[src/rtl/mole_pkg.sv]
// Shared types and constants for the whack-a-mole game sequencer.
package mole_pkg;

    typedef enum logic [2:0] {
        IDLE   = 3'd0,
        PICK   = 3'd1,
        UP     = 3'd2,
        GAP    = 3'd3,
        PAUSED = 3'd4,
        OVER   = 3'd5
    } state_e;

    localparam int         NUM_OVALS = 5;
    localparam logic [2:0] OVAL_NONE = 3'd0;
    localparam int         SCORE_W   = 4;

endpackage

[src/rtl/mole_lfsr.sv]
// Free-running 8-bit Fibonacci LFSR used as the mole position source.
// Shifts left every cycle; feedback into bit 0 is b7^b5^b4^b3.
module mole_lfsr #(
    parameter logic [7:0] SEED = 8'hA5
) (
    input  logic       clk,
    input  logic       rst,
    output logic [7:0] lfsr
);

    logic [7:0] lfsr_q;
    logic [7:0] lfsr_d;

    // Next value: shift left with XOR feedback into bit 0.
    always_comb begin
        lfsr_d = {lfsr_q[6:0], lfsr_q[7] ^ lfsr_q[5] ^ lfsr_q[4] ^ lfsr_q[3]};
    end

    // LFSR register, reloaded with the seed on reset.
    always_ff @(posedge clk) begin
        if (rst) lfsr_q <= SEED;
        else     lfsr_q <= lfsr_d;
    end

    assign lfsr = lfsr_q;

endmodule

[src/rtl/mole_game_ctrl.sv]
// Whack-a-mole game sequencer: picks the mole oval, times the up/gap
// phases, scores whacks, and handles pause and game over.
// Optional build macro MOLE_MISS_PENALTY_EN: each expired mole also
// decrements the score (saturating at 0).
module mole_game_ctrl
    import mole_pkg::*;
#(
    parameter int         UP_TICKS  = 8,
    parameter int         GAP_TICKS = 4,
    parameter logic [7:0] LFSR_SEED = 8'hA5,
    parameter int         SCORE_MAX = 15
) (
    input  logic               clk,
    input  logic               rst,
    input  logic               tick,
    input  logic               start,
    input  logic               pause_req,
    input  logic [4:0]         whack,
    input  logic               timer_done,
    output logic [2:0]         oval_select,
    output logic               enable,
    output logic               pause,
    output logic [SCORE_W-1:0] score,
    output logic               hit_pulse,
    output logic               miss_pulse,
    output logic               game_over
);

    localparam int CNT_MAX = (UP_TICKS > GAP_TICKS) ? UP_TICKS : GAP_TICKS;
    localparam int CNT_W   = (CNT_MAX > 1) ? $clog2(CNT_MAX) : 1;
    localparam logic [CNT_W-1:0]   UP_LAST   = CNT_W'(UP_TICKS - 1);
    localparam logic [CNT_W-1:0]   GAP_LAST  = CNT_W'(GAP_TICKS - 1);
    localparam logic [SCORE_W-1:0] SCORE_SAT = SCORE_W'(SCORE_MAX);

    state_e             state_q, state_d;
    state_e             ret_q, ret_d;
    logic [CNT_W-1:0]   cnt_q, cnt_d;
    logic [2:0]         oval_q, oval_d;
    logic [2:0]         prev_q, prev_d;
    logic [SCORE_W-1:0] score_q, score_d;
    logic               hit_q, hit_d;
    logic               miss_q, miss_d;
    logic               enable_q, enable_d;
    logic               pause_q, pause_d;
    logic               over_q, over_d;

    logic [7:0] lfsr;
    logic [7:0] rnd_mod;
    logic [2:0] cand;
    logic [4:0] oval_mask;
    logic       whack_hit;

    mole_lfsr #(.SEED(LFSR_SEED)) u_lfsr (
        .clk  (clk),
        .rst  (rst),
        .lfsr (lfsr)
    );

    // Candidate oval 1..5 from the LFSR, bumped by one when it repeats the last mole.
    always_comb begin
        rnd_mod = lfsr % 8'(NUM_OVALS);
        cand    = rnd_mod[2:0] + 3'd1;
        if (cand == prev_q) begin
            cand = (cand == 3'd5) ? 3'd1 : cand + 3'd1;
        end
    end

    // One-hot mask of the active oval; whacks on any other bit are ignored.
    always_comb begin
        oval_mask = 5'b00000;
        case (oval_q)
            3'd1:    oval_mask = 5'b00001;
            3'd2:    oval_mask = 5'b00010;
            3'd3:    oval_mask = 5'b00100;
            3'd4:    oval_mask = 5'b01000;
            3'd5:    oval_mask = 5'b10000;
            default: oval_mask = 5'b00000;
        endcase
        whack_hit = |(whack & oval_mask);
    end

    // Next-state and registered-output logic. timer_done outranks everything
    // in a running game, then pause_req, then the per-state behaviour.
    always_comb begin
        state_d = state_q;
        ret_d   = ret_q;
        cnt_d   = cnt_q;
        oval_d  = oval_q;
        prev_d  = prev_q;
        score_d = score_q;
        hit_d   = 1'b0;
        miss_d  = 1'b0;

        if ((state_q inside {PICK, UP, GAP, PAUSED}) && timer_done) begin
            state_d = OVER;
            oval_d  = OVAL_NONE;
        end else begin
            case (state_q)
                IDLE: begin
                    if (start) begin
                        state_d = PICK;
                        score_d = '0;
                    end
                end
                PICK, UP, GAP: begin
                    if (pause_req) begin
                        ret_d   = state_q;
                        state_d = PAUSED;
                    end else if (state_q == PICK) begin
                        oval_d  = cand;
                        prev_d  = cand;
                        cnt_d   = '0;
                        state_d = UP;
                    end else if (state_q == UP) begin
                        if (whack_hit) begin
                            score_d = (score_q >= SCORE_SAT) ? SCORE_SAT : score_q + 1'b1;
                            hit_d   = 1'b1;
                            oval_d  = OVAL_NONE;
                            cnt_d   = '0;
                            state_d = GAP;
                        end else if (tick) begin
                            if (cnt_q == UP_LAST) begin
                                miss_d  = 1'b1;
                                oval_d  = OVAL_NONE;
                                cnt_d   = '0;
                                state_d = GAP;
`ifdef MOLE_MISS_PENALTY_EN
                                score_d = (score_q == '0) ? '0 : score_q - 1'b1;
`endif
                            end else begin
                                cnt_d = cnt_q + 1'b1;
                            end
                        end
                    end else begin
                        if (tick) begin
                            if (cnt_q == GAP_LAST) begin
                                cnt_d   = '0;
                                state_d = PICK;
                            end else begin
                                cnt_d = cnt_q + 1'b1;
                            end
                        end
                    end
                end
                PAUSED: begin
                    if (pause_req) state_d = ret_q;
                end
                OVER: begin
                    if (start) begin
                        state_d = PICK;
                        score_d = '0;
                        prev_d  = OVAL_NONE;
                    end
                end
                default: begin
                    state_d = IDLE;
                end
            endcase
        end

        enable_d = (state_d inside {PICK, UP, GAP, PAUSED});
        pause_d  = (state_d == PAUSED);
        over_d   = (state_d == OVER);
    end

    // State and output registers with synchronous reset.
    always_ff @(posedge clk) begin
        if (rst) begin
            state_q  <= IDLE;
            ret_q    <= IDLE;
            cnt_q    <= '0;
            oval_q   <= OVAL_NONE;
            prev_q   <= OVAL_NONE;
            score_q  <= '0;
            hit_q    <= 1'b0;
            miss_q   <= 1'b0;
            enable_q <= 1'b0;
            pause_q  <= 1'b0;
            over_q   <= 1'b0;
        end else begin
            state_q  <= state_d;
            ret_q    <= ret_d;
            cnt_q    <= cnt_d;
            oval_q   <= oval_d;
            prev_q   <= prev_d;
            score_q  <= score_d;
            hit_q    <= hit_d;
            miss_q   <= miss_d;
            enable_q <= enable_d;
            pause_q  <= pause_d;
            over_q   <= over_d;
        end
    end

    assign oval_select = oval_q;
    assign enable      = enable_q;
    assign pause       = pause_q;
    assign score       = score_q;
    assign hit_pulse   = hit_q;
    assign miss_pulse  = miss_q;
    assign game_over   = over_q;

endmodule

[config.mk]
export PLATFORM = sky130hd
export DESIGN_NAME = mole_game_ctrl
export DESIGN_NICKNAME = d
export VERILOG_FILES = /design/src/rtl/mole_pkg.sv /design/src/rtl/mole_lfsr.sv /design/src/rtl/mole_game_ctrl.sv
export SDC_FILE = /design/constraint.sdc
export NUM_CORES = 1
export LEC_CHECK = 0
export BUFFER_PORTS_ARGS = -buffer_cell sky130_fd_sc_hd__buf_2
export CORE_MARGIN = 1.5
export CORE_UTILIZATION = 36
export DETAILED_ROUTE_END_ITERATION = 8
export PLACE_DENSITY = 0.65
export SYNTH_ARGS = -nofsm -noshare
export SYNTH_HDL_FRONTEND = slang
export SYNTH_SLANG_ARGS = --single-unit
[constraint.sdc]
create_clock -name clk -period 13.7 [get_ports clk]
set_clock_uncertainty 0.2 [all_clocks]
set_input_delay 0.685 -clock clk [delete_from_list [all_inputs] [get_ports clk]]
set_output_delay 0.685 -clock clk [all_outputs]
set_load 0.02 [all_outputs]
# [Word level (Yosys, flattened, before mapping)]
# Cells that the tools add are included.
[word_totals] ff_bits=32
[op_classes] n_addsub=4 div_mod_pow=1 magnitude_cmp=1 eq_ne=26 n_mux=40 n_bitwise=9 n_reduce_logical=21
[op_table] op="2-to-1 mux 3 bit" n=28
[op_table] op="case mux 5 bit (5 select lines)" n=1
[op_table] op="== test 3 bit (second input constant)" n=8
[op_table] op="2-to-1 mux 4 bit" n=6
[op_table] op="== test 3 x 2 -> 1 bit (second input constant)" n=7
[op_table] op="AND reduction 5 bit" n=3
[op_table] op="!= test 2 bit (second input constant)" n=6
[op_table] op="OR reduction 12 bit" n=1
[op_table] op="adder 3 x 1 -> 3 bit (second input constant)" n=3
[op_table] op="== test 3 x 1 -> 1 bit (second input constant)" n=3
[op_table] op="case mux 3 bit (3 select lines)" n=1
[op_table] op="nonzero test 3 bit" n=3
[op_table] op="remainder unit 8 x 3 -> 8 bit (second input constant)" n=1
[op_table] op="case mux 4 bit (2 select lines)" n=1
[op_table] op="nonzero test 4 bit" n=2
[op_table] op="AND reduction 7 bit" n=1
[op_table] op="case mux 3 bit (2 select lines)" n=1
[op_table] op="nonzero test 2 bit" n=3
[op_table] op="OR reduction 6 bit" n=1
[op_table] op="AND 5 bit" n=1
[op_table] op="NOT 1 bit" n=5
[op_table] op="OR reduction 5 bit" n=1
[op_table] op="adder 4 x 1 -> 4 bit (second input constant)" n=1
[op_table] op="greater-or-equal comparator 4 bit (second input constant)" n=1
[op_table] op="9 further kinds" n=13

# [Longest topological paths before layout]
[logic_depth] depth_word=12 mapped_depth=25

# [By module]
# From an unflattened synthesis, not the netlist that was laid out.
[unflattened] hier_cells=346 hier_area_um2=2750.1
[modules_own_cells] module="mole_game_ctrl" n_inst=1 cells_per_inst=320 area_per_inst_um2=2461.1
[modules_own_cells] module="mole_lfsr" n_inst=1 cells_per_inst=26 area_per_inst_um2=289.0

# [Worst setup path before layout]
# No wires, ideal clock.
[synth_path] path_kind="flip-flop to flip-flop" startpoint="reg u_lfsr.lfsr_q[2], in the netlist u_lfsr.lfsr[2]" endpoint="reg prev_q[0]" setup_ps=117 arrival_time_ps=4420 t_required_ps=13383 setup_slack_ps=8962 stages_incl_launch_ff=25 path_buffers=2 path_cell_list="dfxtp_1 buf_2 buf_2 xor2_1 a21oi_1 a31oi_1 nand3_1 a21oi_1 a21oi_1 ha_1 a21oi_1 inv_1 a31o_2 a211oi_1 ha_1 nor2b_1 o21ba_4 mux2i_1 ha_1 nand2_1 mux2_2 a31o_1 a211oi_1 o32ai_1 a32o_1"
[synth_via] elab_chain_len=8 elab_cells_between_ends=10 classes_between="2 x add/sub; 1 x div; 2 x eq/ne; 5 x mux"
[synth_rtl] item="from (decl)" line="mole_lfsr.sv:11" source="logic [7:0] lfsr_q;"
[synth_rtl] item="from (signal assigned)" line="mole_lfsr.sv:22" source="else lfsr_q <= lfsr_d;"
[synth_rtl] item="remainder unit 8 x 3 -> 8 bit (*)" line="mole_game_ctrl.sv:61" source="rnd_mod = lfsr % 8'(NUM_OVALS);"
[synth_rtl] item="adder 3 x 1 -> 3 bit (*)" line="mole_game_ctrl.sv:62" source="cand = rnd_mod[2:0] + 3'd1;"
[synth_rtl] item="adder 3 x 1 -> 3 bit or == test 3 bit (tied branches)" line="mole_game_ctrl.sv:64" source="cand = (cand == 3'd5) ? 3'd1 : cand + 3'd1;"
[synth_rtl] item="2-to-1 mux 3 bit" line="mole_game_ctrl.sv:64"
[synth_rtl] item="2-to-1 mux 3 bit (*)" line="mole_game_ctrl.sv:63" source="if (cand == prev_q) begin"
[synth_rtl] item="2-to-1 mux 3 bit (*)" line="mole_game_ctrl.sv:109" source="end else if (state_q == PICK) begin"
[synth_rtl] item="2-to-1 mux 3 bit (*)" line="mole_game_ctrl.sv:106" source="if (pause_req) begin"
[synth_rtl] item="case mux 3 bit (2 select lines) (*)" line="mole_game_ctrl.sv:98" source="case (state_q)"
[synth_rtl] item="to (signal assigned)" line="mole_game_ctrl.sv:185" source="prev_q <= prev_d;"
[synth_rtl] item="to (decl)" line="mole_game_ctrl.sv:39" source="logic [2:0] prev_q, prev_d;"
# Every way passes the cells marked *; elsewhere a longest branch is shown, timed or not. The select of a mux whose other input is x is not followed.
# A chain may end at the register's enable or synchronous reset.

# [Final worst setup path]
# Ends and elaborated chain as after synthesis.

==> out/results.md <==
Outcome
• **outcome** complete, no violations

Placement
• **placer's final routability congestion estimate** 0.851
• **I/O Buffers** 22
• **minimum setup slack after placement** 8080 ps
• **detailed placement HPWL** 4170 microns

Worst setup path
• **dominant delay contributor by cell family on the critical path** compound AO/OA/AOI/OAI gates
• **WP data arrival** 5730 ps
• **element type at the critical path start** flop
• **critical path buffer and inverter count** 2
• **Setup CP Type** reg -> reg
• **CP required** 13,720 ps
• **internal reg-to-reg setup slack** 7990 ps
• **source of the worst register-to-register timing path** u_lfsr.lfsr[2]
• **cell-by-cell listing of the critical path** nor2b_1 -> o21ai_0 -> nand3_1 -> a21oi_1 -> a21oi_1 -> ha_1 -> a21oi_1 -> inv_1 -> a31o_2 -> a211oi_1 -> ha_1 -> nor2b_1 -> o21ba_4 -> mux2i_1 -> ha_1 -> inv_1 -> nand2_1 -> mux2_2 -> nand3_1 -> xor2_1 -> o32ai_1 -> a32o_1
• **Worst Reg2Reg Path Length in Cells** 22
• **type of element capturing the critical path** flop
• **FF-to-FF End** prev_q[0]
• **largest fanout on the critical path** 28
• **critical path's largest stage delay** 900 ps
• **worst-path cell with the longest stage delay** dfxtp_1

Drt
• **iteration count of the initial detailed-routing pass** 4
• **vias per inst** 5.69
• **DRC Markers** 0
• **vias after detailed routing** 2,520
• **final wirelength** 5820 microns
• **final routed wire length divided by cell count** 13.1 microns
• **number of DRC markers after the initial detailed-route iteration** 167
• **remaining antenna violation count** 0

Global routing
• **maximum number of pins on one net before global-route repair** 29
• **Overflow after GRT** 0
• **number of global-route vias before repair** 2,220
• **wire length of the first global-routing pass** 9980 microns
• **global routing usage summed across all routing layers** 15.7%
• **antenna violations before repair** 0

Synthesis
• **area of the mapped netlist** 2650 sq um
• **count of mapped cells out of synthesis** 340
• **number of flops mapped to enable cells by yosys** 0
• **sequential element share of the synthesized area** 24.2%
• **Most used DFF post-synth** dfxtp_1
• **syn_area_per_cell** 7.78 sq um
• **number of unique standard cell types used by synthesis** 66
• **total of warnings raised by yosys** 0
• **fraction of synthesis flops using an asynchronous set or reset pin** 0%
• **Mapped Nets** 362
• **#FFs+latches synth** 32

CTS
• **total CTS buffers** 5
• **clock root cell** clkbuf_8
• **deepest clock path buffer count** 2
• **Clock Sink Count** 32
• **post_cts resized** 0
• **count of hold-fix buffers inserted at cts** 0
• **TritonCTS clock tree** built
• **CTS clock-pin slew for the worst setup and hold paths** 60 ps
• **H-tree depth** 2
• **latest clock arrival within the worst-skew pair** 280 ps
• **post-CTS setup buffer count** 0

Timing
• **final hold viol count** 0
• **TNS Setup** 0 ps
• **Final Worst Setup Slack** 7990 ps
• **final worst-path cycle share** 41.7%
• **Tmin final** 5710 ps
• **final-layout worst hold slack** 266 ps
• **final-report setup violation count** 0
• **Max Clk Rate** 0.175 GHz
• **relative max-transition margin** 40.2%
• **worst slew pin tran** 896 ps
• **max-slew violation count** 0
• **setup repair after global routing missed its margin** no

Worst hold path
• **worst min-delay path class** reg -> reg
• **hold path startpoint** ret_q[1]
• **endpoint of the worst hold path** ret_q[1]
• **Hold Crit Depth** 2

Layout
• **Layout Area Growth over Synthesis** 8.23%
• **share of the core filled with cells in the final layout** 39.9%
• **NumNets Final** 366
• **number of diodes added for antenna fixing** 0
• **layout cells sized above 1** 12.5%

Floorplanning
• **die extent in x** 88.7 microns
• **Initial Utilization** 36.9%
• **die footprint** 7870 sq um
• **height of the chip** 88.7 microns
• **number of top-level design ports** 23
• **area of the placeable core** 7180 sq um
• **std cell rows** 31

Pwr
• **Power Density** 127 nW/um^2
• **proportion of total power due to net switching** 39.3%
• **static leakage** 0.00112 uW
• **share of power burned in combinational logic** 45.7%
• **power dissipated by switching net loads** 143 uW
• **P_int** 220 uW
• **IR drop worst, VDD** 67.8 uV
• **share of power burned in the clock network** 21.1%
• **register share of total power** 33.2%

Job
• **number of maximum-capacitance violations** 0

==> cells by family (layout without fill, tap and decap cells) <==
group	after synthesis	count (layout)	synth area share (%)
and+or+nand+nor	130	130	26.9
muxes	12	12	4.59
adders and majority gates	11	11	5.20
xor gates and xnor gates	14	14	5.86
DFF	32	32	24.2
AOI/OAI and AO/OA	101	101	26.9
buffers and inverters	40	44	6.38
==> worst reg2reg max path: cells and delay by family (launching register included) <==
kind,cells,cell delay [ps]
xor gates and xnor gates,1,220
adders and majority gates,3,800
AOI/OAI and AO/OA,9,2140
and+or+nand+nor,5,800
buffers and inverters,2,140
muxes,2,420
DFF,1,900
==> layer usage <==
| layer | share of wire, % | up-vias | track usage (%) |
|---|---|---|---|
| met2 | 47 | 70 | 26.1 |
| met3 | 3.3 | 14 | 2.33 |
| met4 | 2.3 | 0 | 5.97 |
| li1 | - | 1259 | - |
| met1 | 47 | 1177 | 20.4 |
| met5 | 0 | - | 0 |
==> how the worst max path moves through the flow <==
stage	startpoint	cells past startpoint	endpoint
after floorplan	u_lfsr.lfsr[2]	24	prev_q[0]
after global placement	u_lfsr.lfsr[2]	21	prev_q[0]
after detailed placement	u_lfsr.lfsr[2]	22	oval_select[0]
after CTS	u_lfsr.lfsr[2]	22	oval_select[0]
after global routing	u_lfsr.lfsr[2]	22	oval_select[1]
final	u_lfsr.lfsr[2]	22	prev_q[0]
==> cell type report <==
cell class              count  area [sq um]
fillers                   733          4310
flip-flops and latches     32           641
inverters                  15          56.3
clock buffers               7          96.3
multi-input cells         268          1840
repair buffers             22           110
well taps                  99           124
==> registers in the layout, indices dropped and copies added, names as in the netlist <==
register	flops
prev_q	3
ret_q	3
hit_pulse	1
state_q	3
pause	1
oval_select	3
score	4
enable	1
u_lfsr.lfsr	8
cnt_q	3
game_over	1
miss_pulse	1
==> power groups by stage <==
| stage | combinational (uW) | clock [uW] | sequential, uW |
|---|---|---|---|
| after global routing | 184 | 84.1 | 122 |
| after floorplan | 144 | 0 | 112 |
| after detailed placement | 164 | 0 | 122 |
| final | 166 | 76.5 | 120 |
| after CTS | 165 | 79.2 | 120 |
| after global placement | 161 | 0 | 122 |
==> metrics by stage <==
| stage | instance area [sq um] | std cells | total power (uW) |
|---|---|---|---|
| after floorplan | 2650 | 340 | 256 |
| after global placement | 2770 | 436 | 283 |
| after detailed placement | 2770 | 436 | 286 |
| after CTS | 2860 | 443 | 364 |
| after global routing | 2860 | 443 | 390 |
| final | 2860 | 443 | 363 |
==> synthesized netlist by cell type, drive strengths merged (3+ instances only) <==
library cell	n	share of area, %
nand2	22	3.1
ha	11	5.2
nand4b	4	1.3
or2	4	0.95
a211o	3	0.99
clkbuf	11	1.6
a211oi	8	2.3
a21oi	29	5.5
o22ai	4	0.95
nand2b	7	1.7
nand3b	6	1.7
nor2	27	3.8
a31oi	7	1.7
xnor2	7	3.0
nand4	3	0.71
dfxtp	32	24
mux2i	11	4.2
buf	14	2.7
nor2b	11	2.6
o32ai	3	0.99
nand3	17	3.2
nor3b	4	1.1
nor3	9	1.7
xor2	6	2.0
o21a	3	0.85
o21ai	12	2.3
a21o	3	0.85
inv	15	2.1
nor4	3	0.71
==> placed cells by master, fill, tap and decap left out, types with 3 or more instances in the layout <==
| cell type | count |
|---|---|
| a21o_1 | 3 |
| clkbuf_8 | 7 |
| nor3b_1 | 4 |
| inv_1 | 15 |
| xnor2_1 | 6 |
| nand4b_1 | 4 |
| ha_1 | 11 |
| a211o_1 | 3 |
| o22ai_1 | 4 |
| nor4_1 | 3 |
| nor2_1 | 27 |
| mux2i_1 | 11 |
| or2_2 | 4 |
| nand3b_1 | 6 |
| nand2_1 | 22 |
| xor2_1 | 6 |
| nand4_1 | 3 |
| o21a_1 | 3 |
| buf_2 | 22 |
| o32ai_1 | 3 |
| a31oi_1 | 7 |
| a21oi_1 | 29 |
| nand3_1 | 17 |
| o21ai_0 | 10 |
| dfxtp_1 | 32 |
| nor3_1 | 9 |
| nor2b_1 | 11 |
| nand2b_1 | 7 |
| a211oi_1 | 8 |
Note: power is estimated with default switching activity, not from simulation.
